### src/rtl/unnrzi_unstuff.sv
// USB receive NRZI decoder with bit-unstuffing and packet-boundary forwarding.
// Latency: 1 cycle from input strobe to registered output strobe.
// Backpressure: none; every input strobe is consumed, stuff bits yield no output.
// Optional stuff-violation checking is enabled by defining UNNRZI_STUFF_CHECK_EN.
module unnrzi_unstuff #(
  parameter int   STUFF_LEN  = 6,
  parameter logic IDLE_LEVEL = 1'b1
) (
  input  logic clk,
  input  logic rst_b,
  input  logic bstr_in,
  input  logic bstr_in_ready,
  input  logic in_done,
  output logic bstr_out,
  output logic bstr_out_ready,
  output logic out_done,
  output logic stuff_err
);

  localparam int             CW      = $clog2(STUFF_LEN + 1);
  localparam logic [CW-1:0]  CNT_MAX = CW'(STUFF_LEN);

`ifdef UNNRZI_STUFF_CHECK_EN
  typedef enum logic [1:0] {IDLE, RUN, ERR} state_t;
`else
  typedef enum logic {IDLE, RUN} state_t;
`endif

  state_t        state, state_nxt;
  logic          last, last_nxt;
  logic [CW-1:0] ones, ones_nxt;
  logic          dec;
  logic          slot;
  logic          emit;
`ifdef UNNRZI_STUFF_CHECK_EN
  logic          viol;
`endif

  // NRZI: an unchanged line level means a one
  assign dec  = (bstr_in == last);
  // the bit following a full run of ones is the stuff bit
  assign slot = (ones == CNT_MAX);

  // next-state, reference, run counter and emit decision
  always_comb begin
    state_nxt = state;
    last_nxt  = last;
    ones_nxt  = ones;
    emit      = 1'b0;
`ifdef UNNRZI_STUFF_CHECK_EN
    viol      = 1'b0;
`endif
    if (bstr_in_ready) begin
      last_nxt = bstr_in;
      if (slot || !dec) begin
        ones_nxt = '0;
      end else begin
        ones_nxt = ones + CW'(1);
      end
      case (state)
        IDLE: begin
          state_nxt = RUN;
          emit      = !slot;
        end
        RUN: begin
          emit = !slot;
`ifdef UNNRZI_STUFF_CHECK_EN
          // a one in the stuff slot means the transmitter broke the rule
          if (slot && dec) begin
            viol      = 1'b1;
            state_nxt = ERR;
          end
`endif
        end
`ifdef UNNRZI_STUFF_CHECK_EN
        // errored packet: track the line but emit nothing until packet end
        ERR: emit = 1'b0;
`endif
        default: emit = 1'b0;
      endcase
    end
    // packet end wins over everything, after the coincident bit was decoded
    if (in_done) begin
      last_nxt  = IDLE_LEVEL;
      ones_nxt  = '0;
      state_nxt = IDLE;
    end
  end

  // state, NRZI reference and ones-run registers
  always_ff @(posedge clk or negedge rst_b) begin
    if (!rst_b) begin
      state <= IDLE;
      last  <= IDLE_LEVEL;
      ones  <= '0;
    end else begin
      state <= state_nxt;
      last  <= last_nxt;
      ones  <= ones_nxt;
    end
  end

  // registered output strobe, data and packet-end pulse
  always_ff @(posedge clk or negedge rst_b) begin
    if (!rst_b) begin
      bstr_out       <= 1'b0;
      bstr_out_ready <= 1'b0;
      out_done       <= 1'b0;
    end else begin
      bstr_out       <= emit & dec;
      bstr_out_ready <= emit;
      out_done       <= in_done;
    end
  end

`ifdef UNNRZI_STUFF_CHECK_EN
  // one-cycle error pulse for the violating stuff bit
  always_ff @(posedge clk or negedge rst_b) begin
    if (!rst_b) begin
      stuff_err <= 1'b0;
    end else begin
      stuff_err <= viol;
    end
  end
`else
  assign stuff_err = 1'b0;
`endif

endmodule

### config.mk
export PLATFORM = sky130hd
export DESIGN_NAME = unnrzi_unstuff
export DESIGN_NICKNAME = d
export VERILOG_FILES = /design/src/rtl/unnrzi_unstuff.sv
export SDC_FILE = /design/constraint.sdc
export NUM_CORES = 1
export LEC_CHECK = 0
export BUFFER_PORTS_ARGS = -buffer_cell sky130_fd_sc_hd__buf_2
export CAP_MARGIN = 15
export CORE_AREA = 2 2 39 41
export DETAILED_ROUTE_END_ITERATION = 16
export DIE_AREA = 0 0 41 43
export PLACE_DENSITY = 0.53
export SLEW_MARGIN = 20
export SYNTH_ARGS = -nofsm -noshare
export SYNTH_HDL_FRONTEND = slang
export SYNTH_SLANG_ARGS = --single-unit
### constraint.sdc
create_clock -name clk -period 1.08 [get_ports clk]
set_input_delay 0.216 -clock clk [delete_from_list [all_inputs] [get_ports clk]]
set_output_delay 0.216 -clock clk [all_outputs]
set_load 0.02 [all_outputs]
==> tab_implementation.tex, run 1 <==
\begin{tabular}{lr}
\hline
Metric & Value \\
\hline
\multicolumn{2}{l}{\textbf{Worst setup path}} \\
Largest stage delay on the critical path & 370 ps \\
R2r worst-path depth & 5 \\
Reg2Reg Setup Slack & -70 ps \\
Cell class contributing the biggest share of worst-path delay & flip-flops \\
Maximum fanout along the worst path & 3 \\
Cell breakdown of the critical path & inv\_1 -> ha\_2 -> a21boi\_4 -> nand2\_2 -> o31ai\_2 \\
Origin of the critical flop-to-flop path & ones[0] \\
Critical path type & register to register \\
Critical path arrival & 1300 ps \\
Terminus of the critical flop-to-flop path & ones[0] \\
CP Data Required Time & 1230 ps \\
Kind of start point of the critical path & register \\
WP buf/inv & 1 \\
Slowest CP cell & sky130\_fd\_sc\_hd\_\_dfrtp\_1 \\
Kind of capture point of the worst setup path & register \\
\multicolumn{2}{l}{\textbf{Final layout}} \\
Core occupancy in the finished layout & 33.3\% \\
Layout cell share with drive strength beyond 1 & 48.8\% \\
Area overhead of the layout relative to synthesis & 39.9\% \\
Final instance area & 460 um2 \\
Final net count & 51 \\
Number of antenna repair diodes & 0 \\
\multicolumn{2}{l}{\textbf{Clock network}} \\
CTS HTree Levels & 1 \\
Total clock sinks & 7 \\
Clk slew on worst S/H paths & 60 ps \\
Clock latency of the later-clocked register in the worst-skew pair & 250 ps \\
CTS tree & done \\
CTS buffer count & 3 \\
Max Root-Sink Buffers & 2 \\
Clock root cell & sky130\_fd\_sc\_hd\_\_clkbuf\_4 \\
\multicolumn{2}{l}{\textbf{Floorplanning}} \\
Area of the die & 1760 um2 \\
Cell Rows & 14 \\
Number of I/O pins & 9 \\
Die outline width & 41 um \\
Area of the core & 1380 um2 \\
Initial standard-cell utilization of the core & 23.8\% \\
Chip Height & 43 um \\
\multicolumn{2}{l}{\textbf{GRT}} \\
Global-route wire length before repair & 1040 um \\
Overall routing resource usage & 9.46\% \\
Largest net degree at the start of global routing & 8 \\
Via count of the first global-routing pass & 243 \\
Global route overflow & 0 \\
Antenna violations before repair & 0 \\
\multicolumn{2}{l}{\textbf{STA}} \\
Worst Setup Slack, final & -70.9 ps \\
Max Slew Vio Count & 0 \\
Final Hold Viols & 0 \\
Clk\_skew & 8.87 ps \\
Highest clock rate & 869 MHz \\
Min Tclk post-route & 1150 ps \\
Setup repair after global routing missed its margin & yes \\
Final setup violating endpoints & 4 \\
Share of the clock period used by the worst path after layout & 107\% \\
\multicolumn{2}{l}{\textbf{Min path}} \\
Worst hold path cell count & 1 \\
Hold Path Class & primary input to register \\
Hold path endpoint & out\_done \\
Launch point of the worst hold path & in\_done \\
\multicolumn{2}{l}{\textbf{Synth}} \\
Leading post-synthesis cells by cell area & sky130\_fd\_sc\_hd\_\_dfrtp\_1 46\%, sky130\_fd\_sc\_hd\_\_dfstp\_2 8.0\%, sky130\_fd\_sc\_hd\_\_ha\_1 7.6\% \\
Proportion of netlist area held by the largest area contributor & 45.6\% \\
Synthesized area & 329 um2 \\
Avg Cell Area, Syn & 11.8 um2 \\
Gate count after technology mapping & 28 \\
Count of cell types in the netlist & 19 \\
Number of warning messages in the yosys log & 0 \\
Library cell occupying the most area in the post-synthesis netlist & sky130\_fd\_sc\_hd\_\_dfrtp\_1 \\
Flops \& latches, synth & 7 \\
Post-Syn Nets & 35 \\
Sequential cell area fraction in the yosys report & 53.6\% \\
\multicolumn{2}{l}{\textbf{Placed design}} \\
Buffers on Ports & 7 \\
Post-Place Setup Slack & -132 ps \\
HPWL after detailed placement & 522 um \\
Global placer's final weighted congestion & 0.705 \\
Dpl cell area & 394 um2 \\
\multicolumn{2}{l}{\textbf{Run status}} \\
Violated checks & negative setup slack \\
Status & complete, but fails checks \\
\multicolumn{2}{l}{\textbf{Job}} \\
Max\_cap viols & 0 \\
\multicolumn{2}{l}{\textbf{Routing}} \\
DRT Pass-1 Iters & 2 \\
DR WL/cell & 11.5 um \\
Starting DRC count in detailed routing & 2 \\
Routed Antenna Nets & 0 \\
Routed vias/inst & 4.25 \\
Overall via count from detail\_route & 251 \\
Detailed-route DRC error count & 0 \\
Aggregate routed wire length & 676 um \\
\multicolumn{2}{l}{\textbf{Power}} \\
Maximum ir drop on the vdd rail & 0.303 mV \\
Cell Pwr Density & 1350 nW/um2 \\
Cell leakage power & 0.234 nW \\
\hline
\end{tabular}
[cell type report]
| class | count | area (um2) |
|---|---|---|
| timing repair buffer | 12 | 75.1 |
| tap | 16 | 20.0 |
| inverter | 2 | 7.51 |
| sequential | 7 | 176 |
| fill | 152 | 923 |
| clock buffer | 4 | 26.3 |
| multi-input combinational | 18 | 155 |
[state kept, by name, summed over array words and instances (netlist names)]
| register | count |
|---|---|
| ones | 3 |
| last | 1 |
| bstr_out | 1 |
| out_done | 1 |
| bstr_out_ready | 1 |
[metal layers]
metal / GRT usage [%] / vias up / share of wire, %
li1: - / 123 / -
met1: 9.71 / 121 / 41
met2: 15.3 / 7 / 55
met3: 3.14 / 0 / 3.4
met4: 6.00 / 0 / 0
met5: 0 / - / 0
[worst register-to-register path, delay by kind of cell (launching register included)]
| kind | cells | cell delay (ps) |
|---|---|---|
| flip-flops | 1 | 370 |
| AND/OR/NAND/NOR | 1 | 100 |
| buffers and inverters | 1 | 60 |
| adder cells (fa/ha/maj) | 1 | 200 |
| AO/OA/AOI/OAI | 2 | 340 |
[stage by stage]
stage	hold slack, ps	total power [mW]	TNS, ps	cells
4_1_cts	154	0.634	-289	58
6_report	164	0.622	-172	59
3_3_place_gp	57.4	0.367	-105	52
2_1_floorplan	-79.6	0.333	-6.36	28
3_5_place_dp	63.7	0.372	-335	52
5_1_grt	154	0.663	-498	59
[cell usage in the layout, fill, tap and decap left out, drive strengths merged]
cell type	instances
a211o	1
a21boi	1
a21oi	1
and2b	1
and3b	1
buf	11
clkbuf	4
conb	1
dfrtp	6
dfstp	1
dlygate4sd3	1
ha	2
inv	2
nand2	3
nand2b	1
nor2	1
nor3b	1
o21ai	1
o31ai	2
xnor2	1
[synth_stat cells, drive strengths merged]
library cell / instances
a21boi: 1
o21ai: 1
ha: 2
nor2: 1
inv: 2
and3b: 1
nand2b: 1
nand2: 3
dfstp: 1
buf: 1
and2b: 1
dfrtp: 6
a211o: 1
a21oi: 1
nor3b: 1
xnor2: 1
o31ai: 2
conb: 1
[kinds of logic (layout without fill, tap and decap cells)]
group	count (synthesis)	in the layout	share of synthesized area, %
xor+xnor	1	1	2.66
flops	7	7	53.6
other cells	1	1	1.14
buf+inv	3	18	4.56
simple gates	8	8	14.5
compound gates	6	6	16.0
fa+ha+maj	2	2	7.60
[worst max-delay path by stage]
stage / startpoint / endpoint / slack, ps / cells past startpoint
global placement: ones[0] / ones[1] / -60 / 5
floorplan: ones[0] / ones[1] / -3 / 5
CTS: ones[0] / ones[0] / -90 / 5
global route: ones[0] / ones[1] / -150 / 5
detailed placement: ones[0] / ones[0] / -130 / 5
finish: ones[0] / ones[0] / -70 / 5
[power by group]
group / switching (mW) / total [mW] / internal [mW]
Clock: 0.101 / 0.242 / 0.141
Combinational: 0.0506 / 0.0949 / 0.0443
Sequential: 0.00703 / 0.285 / 0.278
Total: 0.159 / 0.622 / 0.464
[what timing repair did]
item,in CTS,in global routing
setup endpoints to repair,4,4
endpoints found under the hold margin,6,0
resized for setup,2,1
setup buffers,1,1
hold buffers,1,0
pin swaps,1,0
cloned,0,0
No activity file was read; power rests on OpenSTA's default activity.
==> run 2: changes to the inputs <==
- BUFFER_PORTS_ARGS: -buffer_cell sky130_fd_sc_hd__buf_2 -> not set
- CTS_CLUSTER_DIAMETER: not set -> 150
- DONT_BUFFER_PORTS: not set -> 1
- PLACE_DENSITY: 0.53 -> 0.47
==> tab_implementation.tex, run 2 (same netlist as run 1, synthesis figures left out) <==
\begin{tabular}{lr}
\hline
Metric & Value \\
\hline
\multicolumn{2}{l}{\textbf{STA}} \\
Max Slew Vio Count & 0 (unchanged) \\
Hold slack & 50.9 ps (-113 ps) \\
Clk\_skew & 3.53 ps (-5.34 ps) \\
Final setup violating endpoints & 4 (unchanged) \\
Setup repair after global routing missed its margin & yes \\
Share of the clock period used by the worst path after layout & 105\% (-1.1 points) \\
Min Tclk post-route & 1140 ps (-12.4 ps) \\
Highest clock rate & 878 MHz (+1.1\%) \\
Final Hold Viols & 0 (unchanged) \\
Worst Setup Slack, final & -58.5 ps (+12.4 ps) \\
\multicolumn{2}{l}{\textbf{Routing}} \\
Starting DRC count in detailed routing & 4 (+2) \\
Detailed-route DRC error count & 0 (unchanged) \\
Overall via count from detail\_route & 227 (-9.6\%) \\
DR WL/cell & 12.9 um (+13\%) \\
Routed vias/inst & 4.28 (+0.68\%) \\
DRT Pass-1 Iters & 2 (unchanged) \\
Aggregate routed wire length & 684 um (+1.2\%) \\
Routed Antenna Nets & 0 (unchanged) \\
\multicolumn{2}{l}{\textbf{Final layout}} \\
Area overhead of the layout relative to synthesis & 36.1\% \\
Most frequent cells in the layout & 6 x sky130\_fd\_sc\_hd\_\_dfrtp\_1, 4 x sky130\_fd\_sc\_hd\_\_buf\_4, 3 x sky130\_fd\_sc\_hd\_\_clkbuf\_4 \\
Final instance area & 448 um2 (-2.7\%) \\
Flip-flop count of the largest register after layout & 3 (unchanged) \\
Final net count & 45 (-12\%) \\
Top reg by flops & ones \\
Most frequent standard cell in the layout excluding fill and tap cells & sky130\_fd\_sc\_hd\_\_dfrtp\_1 \\
Fillers & 145 (-4.6\%) \\
Layout cell share with drive strength beyond 1 & 43.2\% (-5.6 points) \\
Number of antenna repair diodes & 0 (unchanged) \\
\multicolumn{2}{l}{\textbf{GRT}} \\
Global route overflow & 0 (unchanged) \\
Overall routing resource usage & 9.88\% (+0.42 points) \\
Global-route wire length before repair & 1040 um (unchanged) \\
Via count of the first global-routing pass & 234 (-3.7\%) \\
Antenna violations before repair & 0 (unchanged) \\
Largest net degree at the start of global routing & 8 (unchanged) \\
\multicolumn{2}{l}{\textbf{Clock network}} \\
Total clock sinks & 7 (unchanged) \\
Max Root-Sink Buffers & 2 (unchanged) \\
Clk slew on worst S/H paths & 50 ps (about the same) \\
CTS tree & done \\
Clock root cell & sky130\_fd\_sc\_hd\_\_clkbuf\_4 \\
CTS HTree Levels & 1 (unchanged) \\
Clock latency of the later-clocked register in the worst-skew pair & 250 ps (about the same) \\
CTS buffer count & 3 (unchanged) \\
\multicolumn{2}{l}{\textbf{Worst setup path}} \\
Critical path launch point & ones[1] \\
Kind of capture point of the worst setup path & register \\
Reg2Reg Setup Slack & -60 ps (about the same) \\
Critical path arrival & 1310 ps (about the same) \\
Critical path destination & ones[2] \\
Terminus of the critical flop-to-flop path & ones[2] \\
Origin of the critical flop-to-flop path & ones[1] \\
R2r worst-path depth & 4 (-1) \\
Maximum fanout along the worst path & 3 (unchanged) \\
Kind of start point of the critical path & register \\
Critical path type & register to register \\
CP Data Required Time & 1260 ps (+30 ps) \\
\multicolumn{2}{l}{\textbf{Power}} \\
Cell Pwr Density & 1350 nW/um2 (-0.41\%) \\
Cell leakage power & 0.208 nW (-11\%) \\
Maximum ir drop on the vdd rail & 0.634 mV (+110\%) \\
\multicolumn{2}{l}{\textbf{Run status}} \\
Violated checks & negative setup slack \\
Status & complete, but fails checks \\
\multicolumn{2}{l}{\textbf{Min path}} \\
Hold Path Class & primary input to register \\
\multicolumn{2}{l}{\textbf{Floorplanning}} \\
Die outline width & 41 um (unchanged) \\
Area of the die & 1760 um2 (unchanged) \\
Chip Height & 43 um (unchanged) \\
Initial standard-cell utilization of the core & 23.8\% (unchanged) \\
Cell Rows & 14 (unchanged) \\
Number of I/O pins & 9 (unchanged) \\
Area of the core & 1380 um2 (unchanged) \\
\multicolumn{2}{l}{\textbf{Placed design}} \\
Global placer's final weighted congestion & 0.692 (-1.9\%) \\
Buffers on Ports & 0 (-7) \\
Dpl cell area & 367 um2 (-7.0\%) \\
\multicolumn{2}{l}{\textbf{Job}} \\
Max\_cap viols & 0 (unchanged) \\
\hline
\end{tabular}
==> run 2: cell count changes in the layout (fill, tap and decap cells not counted) <==
cell                            previous run  this run
sky130_fd_sc_hd__ha_4                      0         1
sky130_fd_sc_hd__inv_1                     2         1
sky130_fd_sc_hd__buf_2                     7         0
sky130_fd_sc_hd__inv_2                     0         1
sky130_fd_sc_hd__ha_1                      1         0
sky130_fd_sc_hd__dlygate4sd3_1             1         2
==> run 2: metrics by stage <==
stage               setup WS [ps]  cells  util [%]  total power [mW]  TNS [ps]
finish                      -58.5     53      32.4             0.603      -155
global placement            -42.7     46      26.5             0.346      -106
detailed placement           -109     46      26.5             0.349      -272
global route                 -121     53      32.4             0.656      -397
CTS                         -67.0     51      29.8             0.607      -230
floorplan                   -3.19     28         -             0.333     -6.36
==> run 2: area by class of cell <==
type	count	area, um2	share of cell area, %
Clock buffer	4	26.3	5.87
Inverter	2	7.51	1.68
Tap cell	16	20.0	4.47
Timing Repair Buffer	6	50.0	11.2
Multi-Input combinational cell	18	168	37.4
Sequential cell	7	176	39.4
==> run 2: power by group <==
part / internal (mW) / switching, mW
sequential: 0.278 / 0.0186
combinational: 0.0386 / 0.0325
clock: 0.141 / 0.0940
==> run 2: repair_timing <==
item | CTS | global route
setup buffers | 0 | 1
endpoints found under the hold margin | 8 | 2
pin swaps | 1 | 5
hold buffers | 1 | 1
resized for setup | 2 | 4
endpoints found under the setup margin | 4 | 4
==> run 2: worst min-delay path by stage <==
| stage | startpoint | endpoint | depth (start not counted) |
|---|---|---|---|
| finish | in_done | ones[1] | 1 |
| global route | in_done | ones[1] | 1 |
| CTS | in_done | out_done | 0 |
| detailed placement | rst_b | ones[0] | 0 |
| global placement | rst_b | ones[1] | 0 |
| floorplan | rst_b | bstr_out | 0 |
==> run 2: critical path, stage by stage (launching register included) <==
cell and delay, ps:
sky130_fd_sc_hd__dfrtp_1 420, sky130_fd_sc_hd__ha_2 220, sky130_fd_sc_hd__nor3b_2 190, sky130_fd_sc_hd__o21ai_1 90, sky130_fd_sc_hd__a21oi_1 140
==> run 2: metal layers <==
layer | global-route usage, % | vias up | part of all wire [%] | routed length (um)
met5 | 0 | - | 0 | 0
met4 | 4.00 | 0 | 0 | 0
met3 | 9.95 | 0 | 9.8 | 67
met2 | 12.2 | 10 | 49 | 334
met1 | 11.1 | 109 | 41 | 282
li1 | - | 108 | - | -
